## src/rtl/bcd_pkg.sv

```systemverilog
`default_nettype none
// +----------------------------------------------------------------------+
// | Package  : bcd_pkg                                                    |
// | Purpose  : Shared BCD types, constants and helpers for the           |
// |            digit-serial BCD adder.                                    |
// | Contents : bcd_digit_t, BCD_MAX, BCD_CORR, ctrl_state_t, is_bcd()    |
// | Revision : 1.0  initial release                                       |
// +----------------------------------------------------------------------+
package bcd_pkg;

   typedef logic [3:0] bcd_digit_t;

   localparam bcd_digit_t BCD_MAX  = 4'd9;
   localparam bcd_digit_t BCD_CORR = 4'd6;

   typedef enum logic [1:0] {
      IDLE = 2'd0,
      ADD  = 2'd1,
      DONE = 2'd2
   } ctrl_state_t;

   function automatic logic is_bcd(input bcd_digit_t d);
      return (d <= BCD_MAX);
   endfunction

endpackage
`default_nettype wire

```

## src/rtl/bcd_digit_add.sv

```systemverilog
`default_nettype none
// +----------------------------------------------------------------------+
// | Module   : bcd_digit_add                                              |
// | Purpose  : Combinational single-digit BCD adder with carry.          |
// | Ports    : a, b     - BCD digits (assumed 0..9)                       |
// |            cin      - carry in                                        |
// |            digit    - BCD sum digit                                   |
// |            cout     - decimal carry out                               |
// | Revision : 1.0  initial release                                       |
// +----------------------------------------------------------------------+
module bcd_digit_add
   import bcd_pkg::*;
(
   input  bcd_digit_t a,
   input  bcd_digit_t b,
   input  logic       cin,
   output bcd_digit_t digit,
   output logic       cout
);

   // Five bits hold the worst case 9 + 9 + 1 = 19.
   logic [4:0] raw;

   always_comb begin
      raw   = {1'b0, a} + {1'b0, b} + {4'b0000, cin};
      digit = raw[3:0];
      cout  = 1'b0;
      if (raw > {1'b0, BCD_MAX}) begin
         // Adding 6 in four bits skips the six unused codes A..F.
         digit = raw[3:0] + BCD_CORR;
         cout  = 1'b1;
      end
   end

endmodule
`default_nettype wire

```

## src/rtl/bcd_serial_add_ctrl.sv

```systemverilog
`default_nettype none
// +----------------------------------------------------------------------+
// | Module   : bcd_serial_add_ctrl                                        |
// | Purpose  : Digit-serial N-digit BCD adder. One shared digit adder is  |
// |            stepped across the operands, least-significant first.     |
// | Ports    : clk, reset (async, active high)                            |
// |            in_valid/in_ready   - operand handshake (a, b, ci)         |
// |            out_valid/out_ready - result handshake (sum, co, err)      |
// |            busy                - high while adding or holding result  |
// | Revision : 1.0  initial release                                       |
// +----------------------------------------------------------------------+
module bcd_serial_add_ctrl
   import bcd_pkg::*;
#(
   parameter int N_DIGITS = 4
)(
   input  logic                  clk,
   input  logic                  reset,
   input  logic                  in_valid,
   output logic                  in_ready,
   input  logic [4*N_DIGITS-1:0] a,
   input  logic [4*N_DIGITS-1:0] b,
   input  logic                  ci,
   output logic                  out_valid,
   input  logic                  out_ready,
   output logic [4*N_DIGITS-1:0] sum,
   output logic                  co,
   output logic                  err,
   output logic                  busy
);

   localparam int IDX_W = (N_DIGITS > 1) ? $clog2(N_DIGITS) : 1;
   localparam logic [IDX_W-1:0] LAST_IDX = IDX_W'(N_DIGITS - 1);

   ctrl_state_t           state;
   ctrl_state_t           state_next;
   logic [IDX_W-1:0]      idx;
   logic                  carry;
   logic                  started;
   logic [4*N_DIGITS-1:0] a_reg;
   logic [4*N_DIGITS-1:0] b_reg;
   logic [4*N_DIGITS-1:0] sum_reg;
   logic                  co_reg;
   logic                  err_reg;

   bcd_digit_t            a_dig;
   bcd_digit_t            b_dig;
   bcd_digit_t            dig_sum;
   logic                  dig_carry;
   logic                  ops_ok;
   logic                  accept;
   logic                  last_digit;

   // in_ready stays low until the first edge after reset is released.
   assign in_ready   = started && (state == IDLE);
   assign accept     = in_ready && in_valid;
   assign out_valid  = (state == DONE);
   assign busy       = (state != IDLE);
   assign sum        = sum_reg;
   assign co         = co_reg;
   assign err        = err_reg;
   assign last_digit = (idx == LAST_IDX);

   // Operand digit mux feeding the shared adder.
   always_comb begin
      a_dig = '0;
      b_dig = '0;
      for (int i = 0; i < N_DIGITS; i++) begin
         if (idx == IDX_W'(i)) begin
            a_dig = a_reg[4*i +: 4];
            b_dig = b_reg[4*i +: 4];
         end
      end
   end

   // Screen the incoming operands for non-decimal digits.
   always_comb begin
      ops_ok = 1'b1;
      for (int i = 0; i < N_DIGITS; i++) begin
         if (!is_bcd(a[4*i +: 4]) || !is_bcd(b[4*i +: 4])) begin
            ops_ok = 1'b0;
         end
      end
   end

   bcd_digit_add u_digit_add (
      .a     (a_dig),
      .b     (b_dig),
      .cin   (carry),
      .digit (dig_sum),
      .cout  (dig_carry)
   );

   always_ff @(posedge clk or posedge reset) begin
      if (reset) begin
         state <= IDLE;
      end else begin
         state <= state_next;
      end
   end

   always_comb begin
      state_next = state;
      case (state)
         IDLE: begin
            if (accept) begin
               state_next = ops_ok ? ADD : DONE;
            end
         end
         ADD: begin
            if (last_digit) begin
               state_next = DONE;
            end
         end
         DONE: begin
            if (out_ready) begin
               state_next = IDLE;
            end
         end
         default: state_next = IDLE;
      endcase
   end

   always_ff @(posedge clk or posedge reset) begin
      if (reset) begin
         started <= 1'b0;
         idx     <= '0;
         carry   <= 1'b0;
         a_reg   <= '0;
         b_reg   <= '0;
         sum_reg <= '0;
         co_reg  <= 1'b0;
         err_reg <= 1'b0;
      end else begin
         started <= 1'b1;
         if (state == IDLE && accept) begin
            a_reg   <= a;
            b_reg   <= b;
            sum_reg <= '0;
            idx     <= '0;
            carry   <= ci;
            co_reg  <= 1'b0;
            err_reg <= !ops_ok;
         end else if (state == ADD) begin
            for (int i = 0; i < N_DIGITS; i++) begin
               if (idx == IDX_W'(i)) begin
                  sum_reg[4*i +: 4] <= dig_sum;
               end
            end
            carry <= dig_carry;
            idx   <= idx + IDX_W'(1);
            if (last_digit) begin
               co_reg <= dig_carry;
            end
         end
      end
   end

endmodule
`default_nettype wire

```

## config.mk

```make
export PLATFORM = sky130hd
export DESIGN_NAME = bcd_serial_add_ctrl
export DESIGN_NICKNAME = d
export VERILOG_FILES = /design/src/rtl/bcd_pkg.sv /design/src/rtl/bcd_digit_add.sv /design/src/rtl/bcd_serial_add_ctrl.sv
export SDC_FILE = /design/constraint.sdc
export NUM_CORES = 1
export LEC_CHECK = 0
export BUFFER_PORTS_ARGS = -buffer_cell sky130_fd_sc_hd__clkbuf_2
export CORE_MARGIN = 10
export CORE_UTILIZATION = 55
export DETAILED_ROUTE_END_ITERATION = 10
export GPL_TIMING_DRIVEN = 0
export PLACE_DENSITY = 0.89
export SLEW_MARGIN = 10
export SYNTH_ARGS = -nofsm -noshare
export SYNTH_HDL_FRONTEND = slang
export SYNTH_SLANG_ARGS = --single-unit
```

## constraint.sdc

```tcl
create_clock -name clk -period 4.66 [get_ports clk]
set_clock_uncertainty 0.05 [all_clocks]
set_input_delay 0.233 -clock clk [delete_from_list [all_inputs] [get_ports clk]]
set_output_delay 0.233 -clock clk [all_outputs]
set_load 0.1 [all_outputs]
```

Word level (Yosys, flattened, before mapping)

Cells that the tools add are included.

Logic and storage cells: 94
Bits of input ports: 37
Flip-flop bits (word level): 56

$add $sub $neg: 4
Magnitude comparators: 9
Muxes and demuxes: 32
Reductions and logical operators: 29
Equality and inequality tests: 8

Operator list:

| kind                                                          | number |
|---|---|
| two-way mux 4 bit                                             | 13 |
| <= comparator 4 bit, second input constant                    | 8 |
| two-way mux 16 bit                                            | 2 |
| two-way mux 2 bit                                             | 6 |
| nonzero test 2 bit                                            | 6 |
| two-way mux 1 bit                                             | 10 |
| logical NOT 1 bit                                             | 9 |
| AND reduction 2 bit                                           | 4 |
| equality test 2 bit, second input constant                    | 3 |
| case mux 2 bit (3 select lines)                               | 1 |
| adder 4 x 4 -> 5 bit                                          | 1 |
| adder 5 x 1 -> 5 bit                                          | 1 |
| greater-than comparator 5 x 4 -> 1 bit, second input constant | 1 |
| adder 4 x 3 -> 4 bit, second input constant                   | 1 |
| equality test 2 x 1 -> 1 bit, second input constant           | 2 |
| logical NOT 2 bit                                             | 2 |
| logical OR 1 bit                                              | 4 |
| inequality test 2 bit, second input constant                  | 2 |
| logical AND 1 bit                                             | 3 |
| AND reduction 3 bit                                           | 1 |
| adder 2 x 1 -> 2 bit, second input constant                   | 1 |
| inequality test 2 x 1 -> 1 bit, second input constant         | 1 |

Logic depth before layout (Yosys ltp)

Gate-level depths: netlist (run 1).

Depth after elaboration: 12
Depth in mapped cells: 19

Modules after synthesis

A second synthesis (run 1) with hierarchy kept.

Cells, all modules: 330
Area total of the unflattened synthesis: 2820.2 um^2

By module, submodules not included:

| module              | area each (um^2) | cells an instance | instances | sequential area each (um^2) |
|---|---|---|---|---|
| bcd_serial_add_ctrl | 2608.8           | 308               | 1         | 1401.3 |
| bcd_digit_add       | 211.5            | 22                | 1         | 0.0 |

Least setup slack after synthesis (run 1)

OpenSTA, ideal clock, no wires.

Path kind: register to register
Start point: reg idx[1]
End point: reg sum_reg[10], in the netlist sum[10]
Period minus slack after synthesis: 3898 ps
Required time: 4535 ps
Arrival time: 3773 ps
Stages on the path, launching flop included: 20
Buffers on the path: 2
Setup slack: 762 ps
Cells stage by stage: dfrtp_1 > inv_1 > ha_1 > clkbuf_1 > clkbuf_1 > nand2_1 > a21oi_1 > a21oi_1 > nor2_1 > a21oi_1 > fa_1 > fa_1 > xnor2_1 > inv_1 > ha_1 > nand2_1 > o21ai_2 > o311ai_4 > mux2_4 > o21ai_2

Longest elaborated chain between the ends: 12

RTL lines:

| element                                                                        | line                                     | text |
|---|---|---|
| start, declared                                                                | bcd_serial_add_ctrl.sv:37                | `logic [IDX_W-1:0] idx;` |
| start signal, assigned                                                         | bcd_serial_add_ctrl.sv:151               | `idx <= idx + IDX_W'(1);` |
| logical NOT 2 bit                                                              | bcd_serial_add_ctrl.sv:69                | `if (idx == IDX_W'(i)) begin` |
| two-way mux 4 bit (4 in a row)                                                 | bcd_serial_add_ctrl.sv:69                |  |
| adder 4 x 4 -> 5 bit                                                           | bcd_digit_add.sv:25                      | `raw = {1'b0, a} + {1'b0, b} + {4'b0000, cin};` |
| adder 5 x 1 -> 5 bit                                                           | bcd_digit_add.sv:25                      |  |
| adder 4 x 3 -> 4 bit or greater-than comparator 5 x 4 -> 1 bit (tied branches) | bcd_digit_add.sv:30, bcd_digit_add.sv:28 |  |
| two-way mux 4 bit                                                              | bcd_digit_add.sv:28                      | `if (raw > {1'b0, BCD_MAX}) begin` |
| two-way mux 4 bit                                                              | bcd_serial_add_ctrl.sv:146               | `if (idx == IDX_W'(i)) begin` |
| two-way mux 16 bit                                                             | bcd_serial_add_ctrl.sv:144               | `end else if (state == ADD) begin` |
| two-way mux 16 bit                                                             | bcd_serial_add_ctrl.sv:136               | `if (state == IDLE && accept) begin` |
| end signal, assigned by index                                                  | bcd_serial_add_ctrl.sv:147               | `sum_reg[4*i +: 4] <= dig_sum;` |
| end, declared                                                                  | bcd_serial_add_ctrl.sv:42                | `logic [4*N_DIGITS-1:0] sum_reg;` |

Several ways; a longest one is shown, not always the timed one. The select of a mux whose other input is x is not followed.
A chain may end at the register's enable or synchronous reset.

Final worst setup path (run 1)

Start point: reg idx[1]
End point: reg sum_reg[1], in the netlist sum[1]

Longest elaborated chain between the ends: 12

RTL lines:

| element                                                                        | line |
|---|---|
| logical NOT 2 bit                                                              | bcd_serial_add_ctrl.sv:69, bcd_serial_add_ctrl.sv:146 |
| two-way mux 4 bit (4 in a row)                                                 | bcd_serial_add_ctrl.sv:69 |
| adder 4 x 4 -> 5 bit                                                           | bcd_digit_add.sv:25 |
| adder 5 x 1 -> 5 bit                                                           | bcd_digit_add.sv:25 |
| adder 4 x 3 -> 4 bit or greater-than comparator 5 x 4 -> 1 bit (tied branches) | bcd_digit_add.sv:30, bcd_digit_add.sv:28 |
| two-way mux 4 bit                                                              | bcd_digit_add.sv:28 |
| two-way mux 4 bit                                                              | bcd_serial_add_ctrl.sv:146 |
| two-way mux 16 bit                                                             | bcd_serial_add_ctrl.sv:144 |
| two-way mux 16 bit                                                             | bcd_serial_add_ctrl.sv:136 |

Several ways; a longest one is shown, not always the timed one. The select of a mux whose other input is x is not followed.

==> reports/qor.csv, run 1 <==
metric,value,unit
status,"finished, final reports clean",
R2R setup slack,0.37,ns
worst path cell trace,inv_1 > ha_2 > buf_2 > nand2_1 > a21oi_1 > a21oi_1 > nor2_1 > a21oi_1 > fa_1 > fa_1 > xnor2_2 > inv_1 > ha_1 > nand2_1 > o21ai_2 > o311ai_4 > xor2_2 > a311oi_1,
Crit Path Max Fanout,10,
post-synthesis cell type count,35,
Crit. End Element,register,
first-pass GRT wire length,12100,um
gr usage total,0.173,
share of cells above drive strength 1,0.211,
RSZ-0062 raised after global routing,no,
TritonCTS clock tree,built,
final period utilization,0.920,
"Avg Cell Area, Syn",8.47,sq um
Rows,26,
Final min period,4.29,ns
"Setup Fix Bufs, Post-CTS",0,
Final TNS setup,0,ns
Mapped Area,0.00283,sq mm
total grt overflow,0,
synthesis warning total,0,
Hold Crit Class,in -> reg,
worst r2r path cells,18,
Max VDD drop,0.000474,V
Initial Util,0.561,
Slew HR,0.573,
maxcap violations,0,
First-pass DRT Iterations,5,
routed length per instance,15.4,um
Placer Congestion,0.895,
Final Max Tran Viols,0,
Core Region,0.00504,sq mm
Most common cell on crit path,a21oi_1,
Syn-to-layout area delta,17.9,%
num ports,58,
clk buf depth,2,
multi-input logic area,0.00134,sq mm
Hold Path Sink,a_reg[0],
CTS Buf Count,5,
pin count of the biggest net entering global routing,41,
Max Freq,233,MHz
synth cell count leaders,"117 x nand2_1, 56 x dfrtp_1, 32 x a21oi_1, 22 x nor2_1, 12 x o21ai_0",
post-synth net total,381,
Initial DRC Count,181,
Hold Path Origin,a[0],
Hold Slack,0.0545,ns
Skew-Pair Late Insertion Delay,0.32,ns
dominant cell type by area after synthesis,dfrtp_1,
top-count cell post-synth,nand2_1,
DRC,0,
H-tree depth,2,
kind of critical path,reg -> reg,
max incr delay on CP,0.45,ns
# diodes,0,
"Seq/Total Area, Yosys",0.495,
Via-to-Cell Ratio,5.42,
Total Wirelength,7230,um
WP data arrival,4.45,ns
Crit path required time,4.82,ns
clock root buffer,clkbuf_8,
Die H,91.7,um
DRT antenna net count,0,
Post-synth EDFFs,0,
dpl cells,462,
number of global-route vias before repair,2693,
critical path launch point type,register,
Post-Syn Instances,334,
Setup-failing EPs final,0,
fill count,405,
Fin. Hold Viols,0,
reg2reg end,sum[1],
Area contributors post-synth,"dfrtp_1 50%, nand2_1 16%, a21oi_1 5.7%",
Pwr Density,704,mW/mm^2
clk slew on worst S/H paths,0.10,ns
hold depth,3,
post-route insts no fill,469,
ys flop type,dfrtp_1,
Die X,91.7,um
via count,2541,
post-synth top area share,0.495,
"FFs w/ async S/R, synth",1.00,
CTS Sinks,56,
Slew @ Worst Pin,0.641,ns
Final HPWL DP,5420,um
reg2reg start,idx[1],
die area,0.00841,sq mm
count of input and output buffers,57,
initial antenna violation count,0,
Leakage,1.71,nW
Synth Register Bits,56,
CP max stage cell,fa_1,
Seq. cell area,0.00140,sq mm
Nets,445,
cell type report:
| type | instances | share of cell area |
|---|---|---|
| timing repair buffer | 59 | 0.0945 |
| clock inverter | 2 | 0.00450 |
| inverter | 7 | 0.00788 |
| multi-input combinational | 253 | 0.402 |
| sequential | 56 | 0.420 |
| tap | 70 | 0.0263 |
| clock buffer | 6 | 0.0248 |
| buffer | 16 | 0.0203 |
worst max-delay path: cells and delay by family, from the launching register on:
family                     cells  cell delay [ns]
AOI/OAI and AO/OA              6             1.01
xor gates and xnor gates       2             0.42
adders and majority gates      4             1.43
buffers and inverters          3             0.53
DFF                            1             0.43
and+or+nand+nor                3             0.30
worst max-delay path by stage:
stage	startpoint	slack, ns	end
finish	idx[1]	0.37	sum[1]
CTS	idx[1]	0.04	sum[1]
detailed placement	idx[1]	0.02	sum[2]
floorplan	idx[1]	0.76	sum[10]
global route	idx[1]	0.10	sum[1]
global placement	idx[1]	0.21	sum[10]
cell families after synthesis:
group,synth area share
AO/OA/AOI/OAI,0.147
XOR/XNOR,0.0119
adder cells (fa/ha/maj),0.0495
buffers and inverters,0.0345
flip-flops,0.495
multiplexers,0.00884
other,0.00133
AND/OR/NAND/NOR,0.252
repair_timing:
item | CTS | global route
hold buffers | 1 | 0
resized for setup | 1 | 7
setup endpoints to repair | 8 | 9
hold endpoints to repair | 16 | 0
layout by cell type, fill, tap and decap left out, types with 2 or more instances in the layout:
cell type and count:
a21o_1 2, a21oi_1 32, a311oi_1 3, and2_1 2
buf_1 5, buf_2 4, clkbuf_1 5, clkbuf_2 59
clkbuf_8 6, clkinvlp_4 2, dfrtp_1 56, fa_1 2
ha_1 7, inv_1 6, nand2_1 117, nand3_1 8
nand3b_1 9, nand4_1 2, nor2_1 22, nor2b_1 3
o21a_1 2, o21ai_0 12, o21ai_1 9, o21ai_2 5
through the flow:
stage	util	setup WS [ns]	power, W	area (sq um)
5_1_grt	0.662	0.102	0.00252	3340
4_1_cts	0.661	0.0386	0.00233	3330
3_5_place_dp	0.639	0.0222	0.00205	3220
2_1_floorplan	-	0.762	0.00178	2830
6_report	0.662	0.372	0.00235	3340
3_3_place_gp	0.635	0.207	0.00200	3200
routing by layer:
layer  track usage  share of wire  up-vias
met1         0.203           0.42     1185
li1              -              -     1225
met2         0.294           0.47      117
met4        0.0540          0.017        0
met5             0              0        -
met3        0.0579          0.090       14
report_power, final:
part | total (W) | internal (W) | switching, W | leakage [nW]
clock network | 0.000279 | 0.000121 | 0.000159 | 0.0434
logic | 0.00135 | 0.000517 | 0.000830 | 0.942
registers | 0.000720 | 0.000634 | 0.0000863 | 0.722
total | 0.00235 | 0.00127 | 0.00108 | 1.71
Note: power is estimated with default switching activity, not from simulation.
==> inputs of run 2 (changes only) <==
--- a/config.mk
+++ b/config.mk
@@ -5,12 +5,14 @@
 export SDC_FILE = /design/constraint.sdc
 export NUM_CORES = 1
 export LEC_CHECK = 0
+export ABC_AREA = 1
 export BUFFER_PORTS_ARGS = -buffer_cell sky130_fd_sc_hd__clkbuf_2
 export CORE_MARGIN = 10
 export CORE_UTILIZATION = 55
 export DETAILED_ROUTE_END_ITERATION = 10
 export GPL_TIMING_DRIVEN = 0
 export PLACE_DENSITY = 0.89
+export SETUP_SLACK_MARGIN = 0.02
 export SLEW_MARGIN = 10
 export SYNTH_ARGS = -nofsm -noshare
 export SYNTH_HDL_FRONTEND = slang
==> reports/qor.csv, run 2 <==
metric,value,unit
"Avg Cell Area, Syn",7.90,sq um
clk slew on worst S/H paths,0.10,ns
Via-to-Cell Ratio,5.07,
Fin. Hold Viols,0,
"most common cell after layout, fill and taps aside",nand2_1,
final period utilization,0.817,
Core Region,0.00507,sq mm
number of global-route vias before repair,2654,
"Setup Fix Bufs, Post-CTS",0,
Placer Congestion,0.872,
Area contributors post-synth,"dfrtp_1 49%, nand2_1 17%, inv_1 6.2%",
Slew @ Worst Pin,0.546,ns
top-count cell post-synth,nand2_1,
Crit. End Element,register,
Final Max Tran Viols,0,
ys flop type,dfrtp_1,
Final min period,3.81,ns
post-synth top area share,0.491,
Most common cell on crit path,nand2_1,
CTS Sinks,56,
total grt overflow,0,
RSZ-0062 raised after global routing,no,
DRC,0,
DRT antenna net count,0,
"leading cell types in the layout, fill and taps excluded","132 x nand2_1, 57 x clkbuf_2, 56 x dfrtp_1",
clock root buffer,clkbuf_8,
Nets,474,
Initial Util,0.562,
Crit path required time,4.81,ns
worst path buffer plus inverter count,4,
# diodes,0,
Rows,26,
Die X,92.0,um
"CP delay by family, top",adder cells,
kind of critical path,reg -> reg,
fill count,457,
post-synth net total,408,
gr usage total,0.163,
Total Wirelength,6650,um
worst path cell trace,inv_1 > ha_1 > buf_2 > inv_1 > nand2_1 > inv_1 > a22oi_1 > o21ai_0 > o21ai_0 > fa_1 > fa_1 > nand2_1 > nand2_1 > ha_1 > nand2_1 > a21boi_0 > nand2_1 > nand2_1 > nand3_1 > nand3_1 > nand2_1,
"FFs w/ async S/R, synth",1.00,
clk buf depth,2,
Crit Path Max Fanout,8,
Synth Register Bits,56,
die area,0.00847,sq mm
TritonCTS clock tree,built,
First-pass DRT Iterations,4,
Initial DRC Count,123,
CTS Buf Count,5,
Setup-failing EPs final,0,
H-tree depth,2,
WP data arrival,3.96,ns
"Seq/Total Area, Yosys",0.491,
pin count of the biggest net entering global routing,36,
Hold Crit Class,in -> reg,
post-synthesis cell type count,29,
Final TNS setup,0,ns
num ports,58,
first-pass GRT wire length,11700,um
Post-Syn Instances,361,
Post-synth EDFFs,0,
Skew-Pair Late Insertion Delay,0.31,ns
Die H,92.0,um
critical path launch point type,register,
share of cells above drive strength 1,0.187,
routed length per instance,13.4,um
synth cell count leaders,"132 x nand2_1, 56 x dfrtp_1, 47 x inv_1, 34 x o21ai_0, 15 x a21oi_1",
Slew HR,0.638,
post-CTS sizing,0,
fin util,0.667,
maxcap violations,0,
dominant cell type by area after synthesis,dfrtp_1,
initial antenna violation count,0,
Mapped Area,0.00285,sq mm
count of input and output buffers,57,
status,"finished, final reports clean",
via count,2518,
synthesis warning total,0,
Final HPWL DP,5240,um
max incr delay on CP,0.47,ns
CP max stage cell,fa_1,
Syn-to-layout area delta,18.6,%
Hold Slack,0.0563,ns
Max Freq,263,MHz
## run 2: cell types whose count changed in the layout (fill, tap and decap cells not counted), moves of 6 or more
cell and delta:
inv_1 +40, o21ai_0 +22, a21oi_1 -17, nand2_1 +15
nor2_1 -14, nand3b_1 -9, a22oi_1 +8, nand4_1 +6
o21ai_1 -6
## run 2: area by class of cell
type / instances / area (sq um) / area share
Buffer: 12 / 68.8 / 0.0203
Clock buffer: 5 / 68.8 / 0.0203
Clock inverter: 2 / 60.1 / 0.0177
Inverter: 48 / 180 / 0.0532
Multi-Input combinational cell: 245 / 1200 / 0.355
Sequential cell: 56 / 1400 / 0.414
Tap cell: 70 / 87.6 / 0.0259
Timing Repair Buffer: 59 / 315 / 0.0932
## run 2: kinds of logic after synthesis
family,share of synthesized area
buffers and inverters,0.0873
flip-flops,0.491
adder cells (fa/ha/maj),0.0491
AO/OA/AOI/OAI,0.130
AND/OR/NAND/NOR,0.241
other,0.00131
## run 2: worst reg2reg max path: cells and delay by family (launching register included)
kind	cells	cell delay, ns
flops	1	0.38
buf+inv	4	0.55
simple gates	9	0.89
compound gates	4	0.54
fa+ha+maj	4	1.29
## run 2: routing by layer
metal | routed length, um | vias up | track usage
met5 | 0 | - | 0
met4 | 59 | 0 | 0.0360
met3 | 489 | 6 | 0.0505
met2 | 3170 | 86 | 0.281
met1 | 2920 | 1155 | 0.195
li1 | - | 1271 | -
## run 2: timing repair
action                     4_1_cts  5_1_grt
setup endpoints to repair        0        0
hold endpoints to repair        21        0
hold buffers                     1        0
## run 2: metrics by stage
step	setup slack [ns]	instances	instance area, sq um
2_1_floorplan	1.36	361	2850
3_3_place_gp	1.01	488	3230
3_5_place_dp	0.897	489	3250
4_1_cts	0.864	497	3380
5_1_grt	0.418	497	3380
6_report	0.854	497	3380
## run 2: path summary, 6_finish.rpt
path                       slack [ns]  depth (start not counted)   start        end
setup reg to reg                 0.85                         21  idx[1]    sum[15]
min in group asynchronous        0.41                          3   reset     sum[5]
setup / recovery                 0.85                         21  idx[1]    sum[15]
max in group asynchronous        3.62                          4   reset  b_reg[12]
hold / removal                   0.06                          3    b[4]   b_reg[4]
hold reg to reg                  0.44                          2  sum[9]     sum[9]
Power of run 2 is not shown: default switching activity piles up to over one toggle a cycle in this logic, so the estimate is an artifact.
==> inputs of run 3 (changes only) <==
--- a/config.mk
+++ b/config.mk
@@ -8,10 +8,10 @@
 export ABC_AREA = 1
 export BUFFER_PORTS_ARGS = -buffer_cell sky130_fd_sc_hd__clkbuf_2
 export CORE_MARGIN = 10
-export CORE_UTILIZATION = 55
+export CORE_UTILIZATION = 49
 export DETAILED_ROUTE_END_ITERATION = 10
 export GPL_TIMING_DRIVEN = 0
-export PLACE_DENSITY = 0.89
+export PLACE_DENSITY = 0.84
 export SETUP_SLACK_MARGIN = 0.02
 export SLEW_MARGIN = 10
 export SYNTH_ARGS = -nofsm -noshare
==> constraint.sdc (replaced) <==
create_clock -name clk -period 3.1 [get_ports clk]
set_clock_uncertainty 0.05 [all_clocks]
set_input_delay 0.155 -clock clk [delete_from_list [all_inputs] [get_ports clk]]
set_output_delay 0.155 -clock clk [all_outputs]
set_load 0.1 [all_outputs]
==> reports/qor.csv, run 3 (synthesis results as in run 2) <==
metric,value,unit
CTS Sinks,56,
Post-Place Cell Area,0.00327,sq mm
crit path launch,idx[1],
Hold Slack,-0.00130,ns
"most common cell after layout, fill and taps aside",nand2_1,
H-tree depth,2,
die area,0.00927,sq mm
Core Region,0.00557,sq mm
Crit Path Max Fanout,8,
kind of critical path,reg -> reg,
Skew-Pair Late Insertion Delay,0.31,ns
Fin. Hold Viols,1,
DRC,0,
TritonCTS clock tree,built,
via count,2661,
Final HPWL DP,5290,um
Crit. End Element,register,
Die X,96.3,um
Nets,496,
Rows,27,
num ports,58,
Die H,96.3,um
routed length per instance,14.5,um
fin worst setup slack,-0.0767,ns
initial antenna violation count,0,
pin count of the biggest net entering global routing,38,
dpl cells,491,
Final Max Tran Viols,0,
count of input and output buffers,57,
Final TNS setup,-0.819,ns
failing checks,"hold timing, setup timing",
critical path launch point type,register,
maxcap violations,0,
CTS Buf Count,5,
gr usage total,0.168,
"leading cell types in the layout, fill and taps excluded","124 x nand2_1, 57 x clkbuf_2, 55 x dfrtp_1",
Placer Congestion,0.872,
RSZ-0062 raised after global routing,yes,
Total Wirelength,7570,um
fill count,442,
reg2reg start,idx[1],
total grt overflow,0,
Slew @ Worst Pin,0.552,ns
Syn-to-layout area delta,32.1,%
status,"finished, violations left",
clock root buffer,clkbuf_8,
Initial Util,0.512,
WP data arrival,3.38,ns
number of global-route vias before repair,2701,
clk slew on worst S/H paths,0.10,ns
Setup-failing EPs final,14,
Slew HR,0.634,
post-route insts no fill,522,
share of cells above drive strength 1,0.296,
fin area,0.00377,sq mm
Via-to-Cell Ratio,5.10,
# diodes,0,
clk buf depth,2,
worst r2r path cells,16,
CP Capture Point,sum[2],
First-pass DRT Iterations,4,
final period utilization,1.02,
reg2reg end,sum[2],
"worst slack, placed",-0.347,ns
Max Freq,315,MHz
Final min period,3.18,ns
Initial DRC Count,257,
Hold Crit Class,in -> reg,
first-pass GRT wire length,12300,um
R2R setup slack,-0.08,ns
Crit path required time,3.31,ns
DRT antenna net count,0,
## run 3: worst min path at each step
stage	depth (start not counted)	end	slack (ns)	startpoint
6_report	3	a_reg[8]	-0.001	a[8]
5_1_grt	3	a_reg[6]	0.004	a[6]
4_1_cts	3	a_reg[1]	0.0005	a[1]
3_5_place_dp	2	sum[2]	0.11	reset
3_3_place_gp	3	b_reg[4]	0.30	b[4]
2_1_floorplan	2	a_reg[0]	0.21	a[0]
## run 3: cell type report
class	count	area [sq um]	share of cell area
repair buffers	82	519	0.138
well taps	72	90.1	0.0239
multi-input cells	245	1380	0.367
plain buffers	11	76.3	0.0203
inverters	48	190	0.0505
clock buffers	6	72.6	0.0193
flip-flops and latches	56	1400	0.372
clock inverters	2	35.0	0.00930
## run 3: routing by layer
layer | vias up | track usage | wire length (um)
met1 | 1233 | 0.201 | 3080
met2 | 91 | 0.284 | 3750
met3 | 20 | 0.0475 | 564
met5 | - | 0 | 0
met4 | 0 | 0.0545 | 189
li1 | 1317 | - | -
## run 3: what timing repair did
item                                    4_1_cts  5_1_grt
resized for setup                            37       19
gates cloned                                  0        0
setup buffers                                14        1
hold buffers                                  8        1
pin swaps                                    11       15
hold endpoints to repair                     26        1
endpoints found under the setup margin       14       14
## run 3: metrics by stage
| stage | utilization | hold slack (ns) |
|---|---|---|
| after detailed placement | 0.587 | 0.115 |
| final | 0.676 | -0.00130 |
| after global routing | 0.676 | 0.00406 |
| after floorplan | - | 0.215 |
| after global placement | 0.583 | 0.302 |
| after CTS | 0.663 | 0.000506 |
## run 3: critical path, cell delays in order (launching register included)
cell and delay, ns:
dfrtp_1 0.42, buf_4 0.15, buf_4 0.12, ha_2 0.17, clkbuf_8 0.16, inv_6 0.08
o21ai_2 0.08, fa_2 0.41, fa_2 0.60, ha_4 0.16, nand2_1 0.05, a21boi_2 0.15
nand2_2 0.12, nand2_4 0.11, nand2_4 0.10, nand4_1 0.10, nand2_1 0.09
Power of run 3 is left out for the same reason.
